--- config.mk ---
export PLATFORM = sky130hd
export DESIGN_NAME = nodf_upc_loop_monitor
export DESIGN_NICKNAME = d
export VERILOG_FILES = /design/src/rtl/nodf_mon_pkg.sv /design/src/rtl/sat_counter.sv /design/src/rtl/nodf_upc_loop_monitor.sv
export SDC_FILE = /design/constraint.sdc
export NUM_CORES = 1
export LEC_CHECK = 0
export CORE_MARGIN = 3
export CORE_UTILIZATION = 55
export CTS_CLUSTER_SIZE = 24
export DETAILED_ROUTE_END_ITERATION = 16
export GPL_TIMING_DRIVEN = 0
export HOLD_SLACK_MARGIN = 0.06
export PLACE_DENSITY_LB_ADDON = 0.12
export SETUP_SLACK_MARGIN = 0.3
export SYNTH_ARGS = -nofsm -noshare
export SYNTH_HDL_FRONTEND = slang
export SYNTH_SLANG_ARGS = --single-unit
export TNS_END_PERCENT = 100
--- constraint.sdc ---
create_clock -name clock -period 3.9 [get_ports clock]
set_input_delay 0.39 -clock clock [delete_from_list [all_inputs] [get_ports clock]]
set_output_delay 0.39 -clock clock [all_outputs]
set_load 0.05 [all_outputs]
--- src/rtl/nodf_mon_pkg.sv ---
// Package: nodf_mon_pkg
// Shared types and helpers for the non-dataflow upc loop performance monitor.
//   mod_state_e  : module handshake tracker states
//   loop_state_e : pipelined loop invocation tracker states
//   sat_inc      : saturating increment on a wide word, clamped at a caller-given maximum
//   Cnt*         : slot indices of the event counters inside the monitor's counter bank
package nodf_mon_pkg;

    typedef enum logic {M_IDLE, M_BUSY} mod_state_e;
    typedef enum logic {L_IDLE, L_RUN}  loop_state_e;

    // Widest counter supported; narrower counters zero-extend into this word.
    localparam int unsigned SatMaxW = 64;
    typedef logic [SatMaxW-1:0] sat_word_t;

    function automatic sat_word_t sat_inc(input sat_word_t val, input sat_word_t max_val);
        return (val >= max_val) ? max_val : val + sat_word_t'(1);
    endfunction

    localparam int unsigned NumCnt       = 9;
    localparam int unsigned CntModStart  = 0;
    localparam int unsigned CntModDone   = 1;
    localparam int unsigned CntModBusy   = 2;
    localparam int unsigned CntLoopInv   = 3;
    localparam int unsigned CntIterStart = 4;
    localparam int unsigned CntIterEnd   = 5;
    localparam int unsigned CntQuit      = 6;
    localparam int unsigned CntLoopCyc   = 7;
    localparam int unsigned CntLoopStall = 8;

endpackage

--- src/rtl/sat_counter.sv ---
// Module: sat_counter
// Saturating event counter with synchronous clear and a freeze input.
//   clock  : posedge clock
//   clr    : synchronous clear, wins over everything
//   en     : count this cycle
//   freeze : hold the current value regardless of en
//   cnt    : counter value, sticks at all-ones
module sat_counter
    import nodf_mon_pkg::*;
#(
    parameter int unsigned CNT_W = 32
) (
    input  logic             clock,
    input  logic             clr,
    input  logic             en,
    input  logic             freeze,
    output logic [CNT_W-1:0] cnt
);

    localparam logic [CNT_W-1:0] CntMax = '1;

    logic [CNT_W-1:0] cnt_d, cnt_q;

    always_comb begin
        cnt_d = cnt_q;
        if (en && !freeze) begin
            cnt_d = CNT_W'(sat_inc(sat_word_t'(cnt_q), sat_word_t'(CntMax)));
        end
    end

    always_ff @(posedge clock) begin
        if (clr) begin
            cnt_q <= '0;
        end else begin
            cnt_q <= cnt_d;
        end
    end

    assign cnt = cnt_q;

endmodule

--- src/rtl/nodf_upc_loop_monitor.sv ---
// Module: nodf_upc_loop_monitor
// Passive performance monitor for one HLS block and one pipelined upc loop inside it.
//   clock, reset (sync, active-high), finish (freezes counters)
//   ap_*          : module handshake probes
//   cur_state and *_state/_block/_enable : loop FSM probes and reference encodings
//   loop_*        : loop handshake probes, quit_at_end selects quit accounting
//   mod_*, loop_*, iter_*, quit_cnt, last_ii : registered statistics
//   frozen        : sticky once finish is seen; dump_valid pulses on that cycle
module nodf_upc_loop_monitor
    import nodf_mon_pkg::*;
#(
    parameter int unsigned STATE_W = 10,
    parameter int unsigned CNT_W   = 32
) (
    input  logic               clock,
    input  logic               reset,
    input  logic               finish,
    input  logic               ap_start,
    input  logic               ap_ready,
    input  logic               ap_done,
    input  logic               ap_continue,
    input  logic [STATE_W-1:0] cur_state,
    input  logic [STATE_W-1:0] iter_start_state,
    input  logic [STATE_W-1:0] iter_end_state,
    input  logic [STATE_W-1:0] quit_state,
    input  logic               iter_start_block,
    input  logic               iter_end_block,
    input  logic               quit_block,
    input  logic               iter_start_enable,
    input  logic               iter_end_enable,
    input  logic               quit_enable,
    input  logic               loop_start,
    input  logic               loop_ready,
    input  logic               loop_done,
    input  logic               loop_continue,
    input  logic               quit_at_end,
    output logic               mod_busy,
    output logic [CNT_W-1:0]   mod_start_cnt,
    output logic [CNT_W-1:0]   mod_done_cnt,
    output logic [CNT_W-1:0]   mod_busy_cycles,
    output logic               loop_active,
    output logic [CNT_W-1:0]   loop_inv_cnt,
    output logic [CNT_W-1:0]   iter_start_cnt,
    output logic [CNT_W-1:0]   iter_end_cnt,
    output logic [CNT_W-1:0]   quit_cnt,
    output logic [CNT_W-1:0]   loop_cycles,
    output logic [CNT_W-1:0]   loop_stall_cycles,
    output logic [CNT_W-1:0]   last_ii,
    output logic               frozen,
    output logic               dump_valid
);

    localparam logic [CNT_W-1:0] CntMax = '1;

    logic        at_istart, at_iend, mdone, istart, iend, iquit;
    logic        loop_accept, busy_cycle, stall, unused_loop_ready;
    mod_state_e  mod_state_d, mod_state_q;
    loop_state_e loop_state_d, loop_state_q;
    logic        frozen_d, frozen_q, dump_valid_d, dump_valid_q;
    logic        ii_first_d, ii_first_q;
    logic [CNT_W-1:0]  ii_cnt_d, ii_cnt_q, last_ii_d, last_ii_q;
    logic [NumCnt-1:0] cnt_en;
    logic [CNT_W-1:0]  cnt_val [NumCnt];

    // Probed only for completeness of the loop handshake; it carries no statistic.
    assign unused_loop_ready = loop_ready;

    assign at_istart = (cur_state == iter_start_state);
    assign at_iend   = (cur_state == iter_end_state);
    assign mdone     = ap_done & ap_continue;
    assign istart    = at_istart & iter_start_enable & ~iter_start_block;
    assign iend      = at_iend & iter_end_enable & ~iter_end_block;
    assign iquit     = (cur_state == quit_state) & quit_enable & ~quit_block;

    assign loop_accept = loop_start & (loop_state_q == L_IDLE);
    // The accepting cycle itself counts as busy, through the done cycle inclusive.
    assign busy_cycle  = (mod_state_q == M_BUSY) | ap_start;
    assign stall       = (loop_state_q == L_RUN) &
                         ((at_istart & iter_start_block) | (at_iend & iter_end_block));

    assign cnt_en[CntModStart]  = ap_start & ap_ready;
    assign cnt_en[CntModDone]   = mdone;
    assign cnt_en[CntModBusy]   = busy_cycle;
    assign cnt_en[CntLoopInv]   = loop_accept;
    assign cnt_en[CntIterStart] = istart;
    // Without quit_at_end an early quit closes the open iteration.
    assign cnt_en[CntIterEnd]   = iend | (iquit & ~quit_at_end);
    assign cnt_en[CntQuit]      = iquit;
    assign cnt_en[CntLoopCyc]   = (loop_state_q == L_RUN);
    assign cnt_en[CntLoopStall] = stall;

    for (genvar i = 0; i < NumCnt; i++) begin : g_cnt
        sat_counter #(.CNT_W(CNT_W)) u_cnt (
            .clock  (clock),
            .clr    (reset),
            .en     (cnt_en[i]),
            .freeze (frozen_q),
            .cnt    (cnt_val[i])
        );
    end

    always_comb begin
        mod_state_d = mod_state_q;
        unique case (mod_state_q)
            M_IDLE: if (ap_start) mod_state_d = M_BUSY;
            M_BUSY: if (mdone && !ap_start) mod_state_d = M_IDLE;
        endcase
    end

    always_comb begin
        loop_state_d = loop_state_q;
        unique case (loop_state_q)
            L_IDLE: if (loop_start) loop_state_d = L_RUN;
            L_RUN:  if (loop_done && loop_continue) loop_state_d = L_IDLE;
        endcase
    end

    // Initiation interval: cycles since the previous istart of the same invocation.
    always_comb begin
        ii_cnt_d   = ii_cnt_q;
        last_ii_d  = last_ii_q;
        ii_first_d = ii_first_q;
        if (!frozen_q) begin
            if (istart) begin
                last_ii_d  = (ii_first_q || loop_accept) ? '0 : ii_cnt_q;
                ii_cnt_d   = CNT_W'(1);
                ii_first_d = 1'b0;
            end else begin
                ii_cnt_d = CNT_W'(sat_inc(sat_word_t'(ii_cnt_q), sat_word_t'(CntMax)));
                if (loop_accept) ii_first_d = 1'b1;
            end
        end
    end

    assign frozen_d     = frozen_q | finish;
    assign dump_valid_d = finish & ~frozen_q;

    always_ff @(posedge clock) begin
        if (reset) begin
            mod_state_q  <= M_IDLE;
            loop_state_q <= L_IDLE;
            frozen_q     <= 1'b0;
            dump_valid_q <= 1'b0;
            ii_first_q   <= 1'b1;
            ii_cnt_q     <= '0;
            last_ii_q    <= '0;
        end else begin
            mod_state_q  <= mod_state_d;
            loop_state_q <= loop_state_d;
            frozen_q     <= frozen_d;
            dump_valid_q <= dump_valid_d;
            ii_first_q   <= ii_first_d;
            ii_cnt_q     <= ii_cnt_d;
            last_ii_q    <= last_ii_d;
        end
    end

    assign mod_busy          = (mod_state_q == M_BUSY);
    assign loop_active       = (loop_state_q == L_RUN);
    assign mod_start_cnt     = cnt_val[CntModStart];
    assign mod_done_cnt      = cnt_val[CntModDone];
    assign mod_busy_cycles   = cnt_val[CntModBusy];
    assign loop_inv_cnt      = cnt_val[CntLoopInv];
    assign iter_start_cnt    = cnt_val[CntIterStart];
    assign iter_end_cnt      = cnt_val[CntIterEnd];
    assign quit_cnt          = cnt_val[CntQuit];
    assign loop_cycles       = cnt_val[CntLoopCyc];
    assign loop_stall_cycles = cnt_val[CntLoopStall];
    assign last_ii           = last_ii_q;
    assign frozen            = frozen_q;
    assign dump_valid        = dump_valid_q;

endmodule

## Word level (Yosys, flattened, before mapping)

Cells that the tools add are included.

| operators by class | value |
|---|---|
| reductions and logical operators | 17 |
| bitwise operators | 25 |
| $lt $le $gt $ge | 10 |
| equal/unequal tests | 3 |
| $add $sub $neg | 10 |
| muxes and demuxes | 20 |

Operators by type and width:

| cell | count |
|---|---|
| $mux W32 | 12 |
| $add A32 B1 Y32 const B | 10 |
| $ge A32 B32 Y1 const B | 10 |
| $eq A10 B10 Y1 | 3 |
| $and A1 B1 Y1 | 14 |
| $logic_and A1 B1 Y1 | 11 |
| $not A1 Y1 | 7 |
| $mux W1 | 6 |
| $or A1 B1 Y1 | 4 |
| $pmux W1 S2 | 2 |
| $reduce_and A2 Y1 | 2 |
| $logic_not A1 Y1 | 2 |
| $reduce_bool A2 Y1 | 1 |
| $logic_or A1 B1 Y1 | 1 |

| word-level totals | value |
|---|---|
| bits in registers | 357 |
| input bits | 58 |
| output and inout bits | 324 |

## Depth between registers and ports, before layout

Gate-level depths: netlist of run 1.

| logic depth | value |
|---|---|
| word-level depth | 6 |
| mapped depth | 10 |
| gate-level depth less buffers | 7 |

## Hierarchy

A second synthesis of run 1 with hierarchy kept.

| unflattened totals | value |
|---|---|
| cell total of the unflattened synthesis | 2075 |
| area, all modules | 17765.8 µm² |

By module, submodules not included:

| module | cells an instance | times used | area an instance (µm²) | seq. area each (µm²) |
|---|---|---|---|---|
| sat_counter | 176 | 9 | 1542.7 | 640.6 |
| nodf_upc_loop_monitor | 491 | 1 | 3881.2 | 1381.3 |

## Least setup slack after synthesis of run 1

OpenSTA, ideal clock, no wires.

| timing | value |
|---|---|
| path type | flip-flop to flip-flop |
| start | reg g_cnt[2].u_cnt.cnt_q[0] |
| end | reg g_cnt[2].u_cnt.cnt_q[0] |
| cell stages (with the launch flop) | 9 |
| required time | 3.830 ns |
| arrival | 2.622 ns |
| path buffers | 2 |
| path slack | 1.207 ns |
| period minus slack after synthesis | 2.693 ns |
| path through | dfxtp_1 -> ha_1 -> nand4_1 -> nor4b_2 -> nand4_2 -> or2_2 -> buf_4 -> buf_6 -> a21oi_1 |

| on the way | value |
|---|---|
| cells in the longest elaborated chain, start to end | 2 |
| elaborated cells on any way between the ends | 3 |
| those cells by class | add/sub: 1; order compare: 1; mux: 1 |

Ends and longest elaborated chain:

| what | RTL line | source |
|---|---|---|
| start, declared | sat_counter.sv:22 | `logic [CNT_W-1:0] cnt_d, cnt_q;` |
| start signal, assigned | sat_counter.sv:35 | `cnt_q <= cnt_d;` |
| $add A32 B1 Y32 or $ge A32 B32 Y1 (tied branches) | nodf_mon_pkg.sv:17 | `return (val >= max_val) ? max_val : val + sat_word_t'(1);` |
| $mux W32 (*) | nodf_mon_pkg.sv:17 |  |

Mark *: on every way between the ends. The rest lies on a longest branch, timed or not.
A chain may end at the register's enable or synchronous reset.

## Worst setup path in the final report of run 1

| timing | value |
|---|---|
| start | in cur_state[6] |
| end | reg g_cnt[5].u_cnt.cnt_q[12] |

| on the way | value |
|---|---|
| cells in the longest elaborated chain, start to end | 6 |
| elaborated cells on any way between the ends | 9 |
| those cells by class | eq/ne: 2; bitwise: 6; reduce/logical: 1 |

Ends and longest elaborated chain:

| what | RTL line | source |
|---|---|---|
| start, declared | nodf_upc_loop_monitor.sv:22 | `input logic [STATE_W-1:0] cur_state,` |
| $eq A10 B10 Y1 | nodf_upc_loop_monitor.sv:73 | `assign iquit = (cur_state == quit_state) & quit_enable & ~quit_block;` |
| $and A1 B1 Y1 (2 in a row) | nodf_upc_loop_monitor.sv:73 |  |
| $and A1 B1 Y1 | nodf_upc_loop_monitor.sv:87 | `assign cnt_en[CntIterEnd] = iend \| (iquit & ~quit_at_end);` |
| $or A1 B1 Y1 (*) | nodf_upc_loop_monitor.sv:87 |  |
| $logic_and A1 B1 Y1 (*) | sat_counter.sv:26 | `if (en && !freeze) begin` |
| end signal, assigned | sat_counter.sv:35 |  |
| end, declared | sat_counter.sv:22 |  |

Marks and branches as above.

==> results.json, run 1 <==
{
  "outcome": "complete, no violations",
  "reg2reg_to": "g_cnt[3].u_cnt.cnt[25]",
  "clk_path_buf_depth": 3,
  "dp_hpwl_um": 42400,
  "critPathMaxFanout": 10,
  "drt_iter0_drc": 1700,
  "fin_cells": 2925,
  "numCtsBuffers": 39,
  "tns_ps": 0,
  "powerDensity_nw_per_um2": 336,
  "period_share_pct": 85.0,
  "place_inst": 2861,
  "port_buffers": 380,
  "wl_per_cell_um": 19.9,
  "tightest_slew_ps": 1130,
  "crit_arrival_ps": 3690,
  "rows": 64,
  "endpoint": "g_cnt[5].u_cnt.cnt[12]",
  "antenna_found_initial": 1,
  "synthTopCellsByArea": "dfxtp_1 41%, a21oi_1 7.4%, xor2_1 5.3%, xnor2_1 4.4%, nand3_1 4.3%",
  "crit_family": "simple AND/OR/NAND/NOR gates",
  "synthesis.nets": 2153,
  "grt_pass1_wl_um": 91500,
  "root_buffer": "clkbuf_16",
  "grt-ovfl-total": 0,
  "io_pins": 382,
  "area_growth_pct": 32.0,
  "endpoint_kind": "register",
  "yosys_register_bits": 357,
  "place_congestion": 0.994,
  "r2r_setup_slack_ps": 630,
  "yosys_warnings": 0,
  "reg2reg_from": "frozen",
  "ant_nets": 0,
  "synth-simple-area-share_pct": 27.3,
  "power_leakage_nw": 7.43,
  "synth_cell_types": 70,
  "synth_area_per_cell_sq_um": 8.28,
  "core_area_sq_um": 30700,
  "synth_most_common_cell": "dfxtp_1",
  "yosysTopAreaCellShare_pct": 41.4,
  "synth_top_family_by_area": "simple AND/OR/NAND/NOR gates",
  "synth_xor_area_share_pct": 9.64,
  "ff2ff_path_depth": 7,
  "crit_slowest_cell": "nor4_1",
  "drv_slew": 0,
  "wl_um": 58200,
  "path_depth": 9,
  "num-fill-cells": 2343,
  "grtUsageTotal_pct": 33.1,
  "synth_adder_area_share_pct": 0.725,
  "drt-pass1-iter-count": 6,
  "max-vdd-ir-drop_mv": 0.299,
  "drcViolationCount": 0,
  "cts.repair.resized": 0,
  "yosysSeqAreaShare_pct": 41.4,
  "crit_buf_inv": 3,
  "slowest_delay_ps": 660,
  "slew_headroom_pct": 24.7,
  "fmax_ghz": 0.302,
  "vias_per_cell": 6.19,
  "chipHeight_um": 183,
  "fin_nets": 2574,
  "required_ps": 4270,
  "die_width_um": 183,
  "drive_gt1_share_pct": 4.55,
  "cts_hold_buf": 0,
  "grt_pass1_vias": 17000,
  "cp-start-kind": "primary input",
  "fin_crit_ps": 3310,
  "ys.flop_type": "dfxtp_1",
  "critPathLaunch": "cur_state[6]",
  "wl_met2_um": 26600,
  "top_layer": "met4",
  "initial_core_util_pct": 56.1,
  "async_flop_share_pct": 0,
  "cts_tree": "done",
  "vias": 18100,
  "cap_viol_max_count": 0,
  "post_cts_buffers": 0,
  "wl_met3_um": 5970,
  "setup_violations": 0,
  "synth_edf_count": 0,
  "m1WireLength_um": 23600,
  "grt_max_degree": 14,
  "netlist_instances": 2085,
  "total_power_mw": 7.66,
  "htreeDepth": 2,
  "clk_latency_ps": 540,
  "hp-class": "register to register",
  "path_clk_slew_ps": 60,
  "cts_sinks": 357,
  "hold_viol_final": 0,
  "rsz0062_at_grt": "false",
  "fin_skew_ps": 25.1,
  "muxShareOfSynthArea_pct": 0.769,
  "critical_path.cell_chain": "clkdlybuf4s50_1, xor2_1, nor4_1, nand2_1, o32a_1, clkbuf_1, nor2_2, buf_2, a211oi_1",
  "diodes": 0,
  "synth_commonest_cells": "357 x dfxtp_1, 255 x a21oi_1, 191 x nand2_1, 147 x nand3_1, 147 x nor2_1",
  "die-area_sq_um": 33500,
  "syn_area_sq_um": 17300,
  "crit_type": "primary input to register",
  "synth-compound-area-share_pct": 16.7,
  "yosysTopAreaCell": "dfxtp_1"
}
[per-layer routing]
| layer | global-route usage, % | vias to the layer above |
|---|---|---|
| li1 | - | 8482 |
| met1 | 43.4 | 8534 |
| met2 | 53.9 | 955 |
| met3 | 8.05 | 137 |
| met4 | 11.5 | 0 |
| met5 | 0 | - |
[through the flow]
stage	setup slack (ps)	hold WS, ps	util, %	cell area [sq um]
detailed placement	128	442	70.1	21600
finish	586	449	74.1	22800
CTS	667	436	74.1	22800
global route	372	459	74.1	22800
global placement	140	438	70.1	21600
floorplan	1210	456	-	17300
[registers in the layout, summed over array words and instances (netlist names)]
register and count:
dump_valid 1, frozen 1, g_cnt.u_cnt.cnt 288, ii_cnt_q 32, ii_first_q 1, last_ii 32, loop_active 1, mod_busy 1
[kinds of logic after synthesis]
group	after synthesis
xor gates and xnor gates	190
muxes	13
AOI/OAI and AO/OA	474
buffers and inverters	144
and+or+nand+nor	897
adders and majority gates	10
DFF	357
[layout make-up]
type	count	area [sq um]	area share (%)
multi-input combinational	1584	9520	41.8
buffer	109	458	2.01
inverter	35	131	0.577
timing repair buffer	380	3800	16.7
tap	396	495	2.17
clock buffer	54	1120	4.93
sequential	357	7150	31.4
clock inverter	10	104	0.456
[tightest hold or removal path: stages, from the launching register on]
cell     delay (ps)
dfxtp_1         310
nand2_1          50
a21oi_1          50
[placed cells by master (no fill, tap or decap), types with 7 or more instances in the layout]
master / instances
a211oi_1: 41
a21oi_1: 255
a311oi_1: 34
a31oi_1: 42
a41oi_1: 9
and2_1: 21
and3_1: 78
and4_1: 42
buf_2: 14
clkbuf_1: 93
clkbuf_16: 39
clkbuf_8: 9
clkdlybuf4s50_1: 380
clkinv_2: 7
dfxtp_1: 357
ha_1: 10
inv_1: 35
mux2i_1: 11
nand2_1: 191
nand3_1: 147
nand4_1: 79
nor2_1: 147
nor2b_1: 9
nor3_1: 92
nor4_1: 31
o21ai_0: 49
or2_2: 10
or3_1: 12
xnor2_1: 86
xor2_1: 104
[worst min path at each step]
stage | cells past startpoint | start | to
after floorplan | 2 | ii_cnt_q[26] | last_ii[26]
after global placement | 2 | last_ii[31] | last_ii[31]
after detailed placement | 2 | last_ii[6] | last_ii[6]
after CTS | 2 | loop_continue | loop_active
after global routing | 2 | loop_continue | loop_active
final | 2 | last_ii[0] | last_ii[0]
[report_power, final]
part	internal, mW	leakage, nW	switching (mW)	total (mW)
sequential	3.66	2.88	0.0268	3.69
combinational	0.124	3.94	0.229	0.352
clock	2.13	0.613	1.49	3.62
total	5.91	7.43	1.75	7.66
Power figures use the tool's default switching activity.
==> run 2, diff against run 1 <==
Settings changed: CORE_UTILIZATION 55 to 51.
Clock period 3.9 ns to 3.4 ns, I/O delays scaled along.
==> run 2 against run 1 <==
Against the previous run: global-route usage down 2.4 points; highest routed layer unchanged; clock skew decreased by 3.6 ps; worst hold slack got worse by 78 ps; non-clock buffer count stayed put; largest power group unchanged.
==> results.json, run 2 (synthesis gave the netlist of run 1 again) <==
{
  "numCtsBuffers": 39,
  "fin_nets": 2574,
  "required_ps": 3770,
  "tightest_slew_ps": 993,
  "rows": 66,
  "vias": 17800,
  "regArea_sq_um": 7150,
  "crit_buf_inv": 3,
  "area_growth_pct": 32.7,
  "top_usage_layer": "met2",
  "power_leakage_nw": 7.42,
  "slew_headroom_pct": 33.2,
  "met1_usage_pct": 39.8,
  "fmax_ghz": 0.343,
  "drt_iter0_drc": 1399,
  "holdPathStages": 2,
  "wl_per_cell_um": 19.5,
  "fin_crit_ps": 2910,
  "drcViolationCount": 0,
  "critical_path.cell_chain": "nor3b_2, nand4_1, or3_1, buf_2, o32a_1, clkbuf_1, nor2_4, buf_2, a211oi_1",
  "largest_reg_flops": 288,
  "multi_input_area_sq_um": 9580,
  "num-fill-cells": 2705,
  "drt-pass1-iter-count": 6,
  "path_clk_slew_ps": 60,
  "outcome": "complete, no violations",
  "max-vdd-ir-drop_mv": 0.357,
  "cts_sinks": 357,
  "core_area_sq_um": 32900,
  "ff2ff_path_depth": 9,
  "endpoint_kind": "register",
  "powerDensity_nw_per_um2": 382,
  "clk_path_buf_depth": 3,
  "die-area_sq_um": 36100,
  "p_clk_share_pct": 47.0,
  "crit_slowest_cell": "dfxtp_2",
  "grt_pass1_wl_um": 91200,
  "ant_nets": 0,
  "place_inst": 2907,
  "diodes": 0,
  "io_pins": 382,
  "path_depth": 9,
  "layout.cells.most_common": "clkdlybuf4s50_1",
  "fin_util_pct": 69.5,
  "rsz0062_at_grt": "false",
  "hold_viol_final": 0,
  "p_switching_mw": 2.02,
  "grt_max_degree": 13,
  "cp-start-kind": "register",
  "hp-class": "primary input to register",
  "vias_per_cell": 5.99,
  "fin_area_sq_um": 22900,
  "slowest_delay_ps": 470,
  "wl_um": 57900,
  "grt_pass1_vias": 16900,
  "crit_family": "simple AND/OR/NAND/NOR gates",
  "die_width_um": 190,
  "gr-usage-met3_pct": 7.96,
  "post_cts_buffers": 0,
  "grt-ovfl-total": 0,
  "fin_cells": 2974,
  "pwr-share-comb_pct": 4.7,
  "chipHeight_um": 190,
  "port_buffers": 380,
  "crit_type": "register to register",
  "p_int_mw": 6.74,
  "use_met2_pct": 49.7,
  "seqPwrFrac_pct": 48.3,
  "setup_violations": 0,
  "root_buffer": "clkbuf_16",
  "place_area_sq_um": 21600,
  "htreeDepth": 2,
  "period_share_pct": 85.7,
  "path_common_cell": "buf_2",
  "grtUsageTotal_pct": 30.7,
  "cts_tree": "done",
  "clk_latency_ps": 540,
  "place_congestion": 0.953,
  "crit_arrival_ps": 3290,
  "dp_hpwl_um": 42600,
  "antenna_found_initial": 2,
  "initial_core_util_pct": 52.4,
  "fin_skew_ps": 21.5,
  "final_cell_mix": "380 x clkdlybuf4s50_1, 356 x dfxtp_1, 255 x a21oi_1",
  "critPathMaxFanout": 10,
  "drv_slew": 0,
  "drive_gt1_share_pct": 4.62,
  "p_sw_share_pct": 23.0,
  "cap_viol_max_count": 0
}
run 2: area by class of cell:
class	instances	share of cell area, %
Inverter	35	0.574
Buffer	109	2.00
Sequential cell	357	31.2
Clock inverter	7	0.328
Clock buffer	60	5.01
Tap cell	442	2.42
Multi-Input combinational cell	1584	41.8
Timing Repair Buffer	380	16.6
run 2: final timing paths:
kind | to | slack, ps | from
hold / removal | loop_active | 370 | loop_done
setup / recovery | g_cnt[5].u_cnt.cnt[9] | 490 | frozen
setup reg to reg | g_cnt[5].u_cnt.cnt[9] | 490 | frozen
hold reg to reg | last_ii[6] | 450 | last_ii[6]
run 2: repair_timing:
| item | CTS | global route |
|---|---|---|
| hold buffers | 0 | 0 |
| endpoints found under the setup margin | 102 | 51 |
| resized for setup | 4 | 6 |
run 2: metal layers:
layer | part of all wire [%] | wire (um)
met2 | 46 | 26400
met1 | 41 | 24000
met5 | 0 | 0
met4 | 3.4 | 1990
met3 | 9.5 | 5480
run 2: power groups by stage:
stage	sequential [mW]	clock, mW	combinational, mW
after floorplan	4.36	0	0.157
after global placement	4.32	0	0.391
after detailed placement	4.32	0	0.397
after CTS	4.23	4.15	0.402
after global routing	4.23	4.34	0.431
final	4.23	4.12	0.408
run 2: per-stage QoR:
| stage | hold slack (ps) | setup slack (ps) | power, mW | TNS [ps] |
|---|---|---|---|---|
| after global routing | 383 | 306 | 9.00 | 0 |
| after CTS | 359 | 349 | 8.79 | 0 |
| after floorplan | 454 | 707 | 4.52 | 0 |
| final | 371 | 487 | 8.76 | 0 |
| after detailed placement | 442 | -651 | 4.72 | -31880 |
| after global placement | 441 | -698 | 4.71 | -30280 |
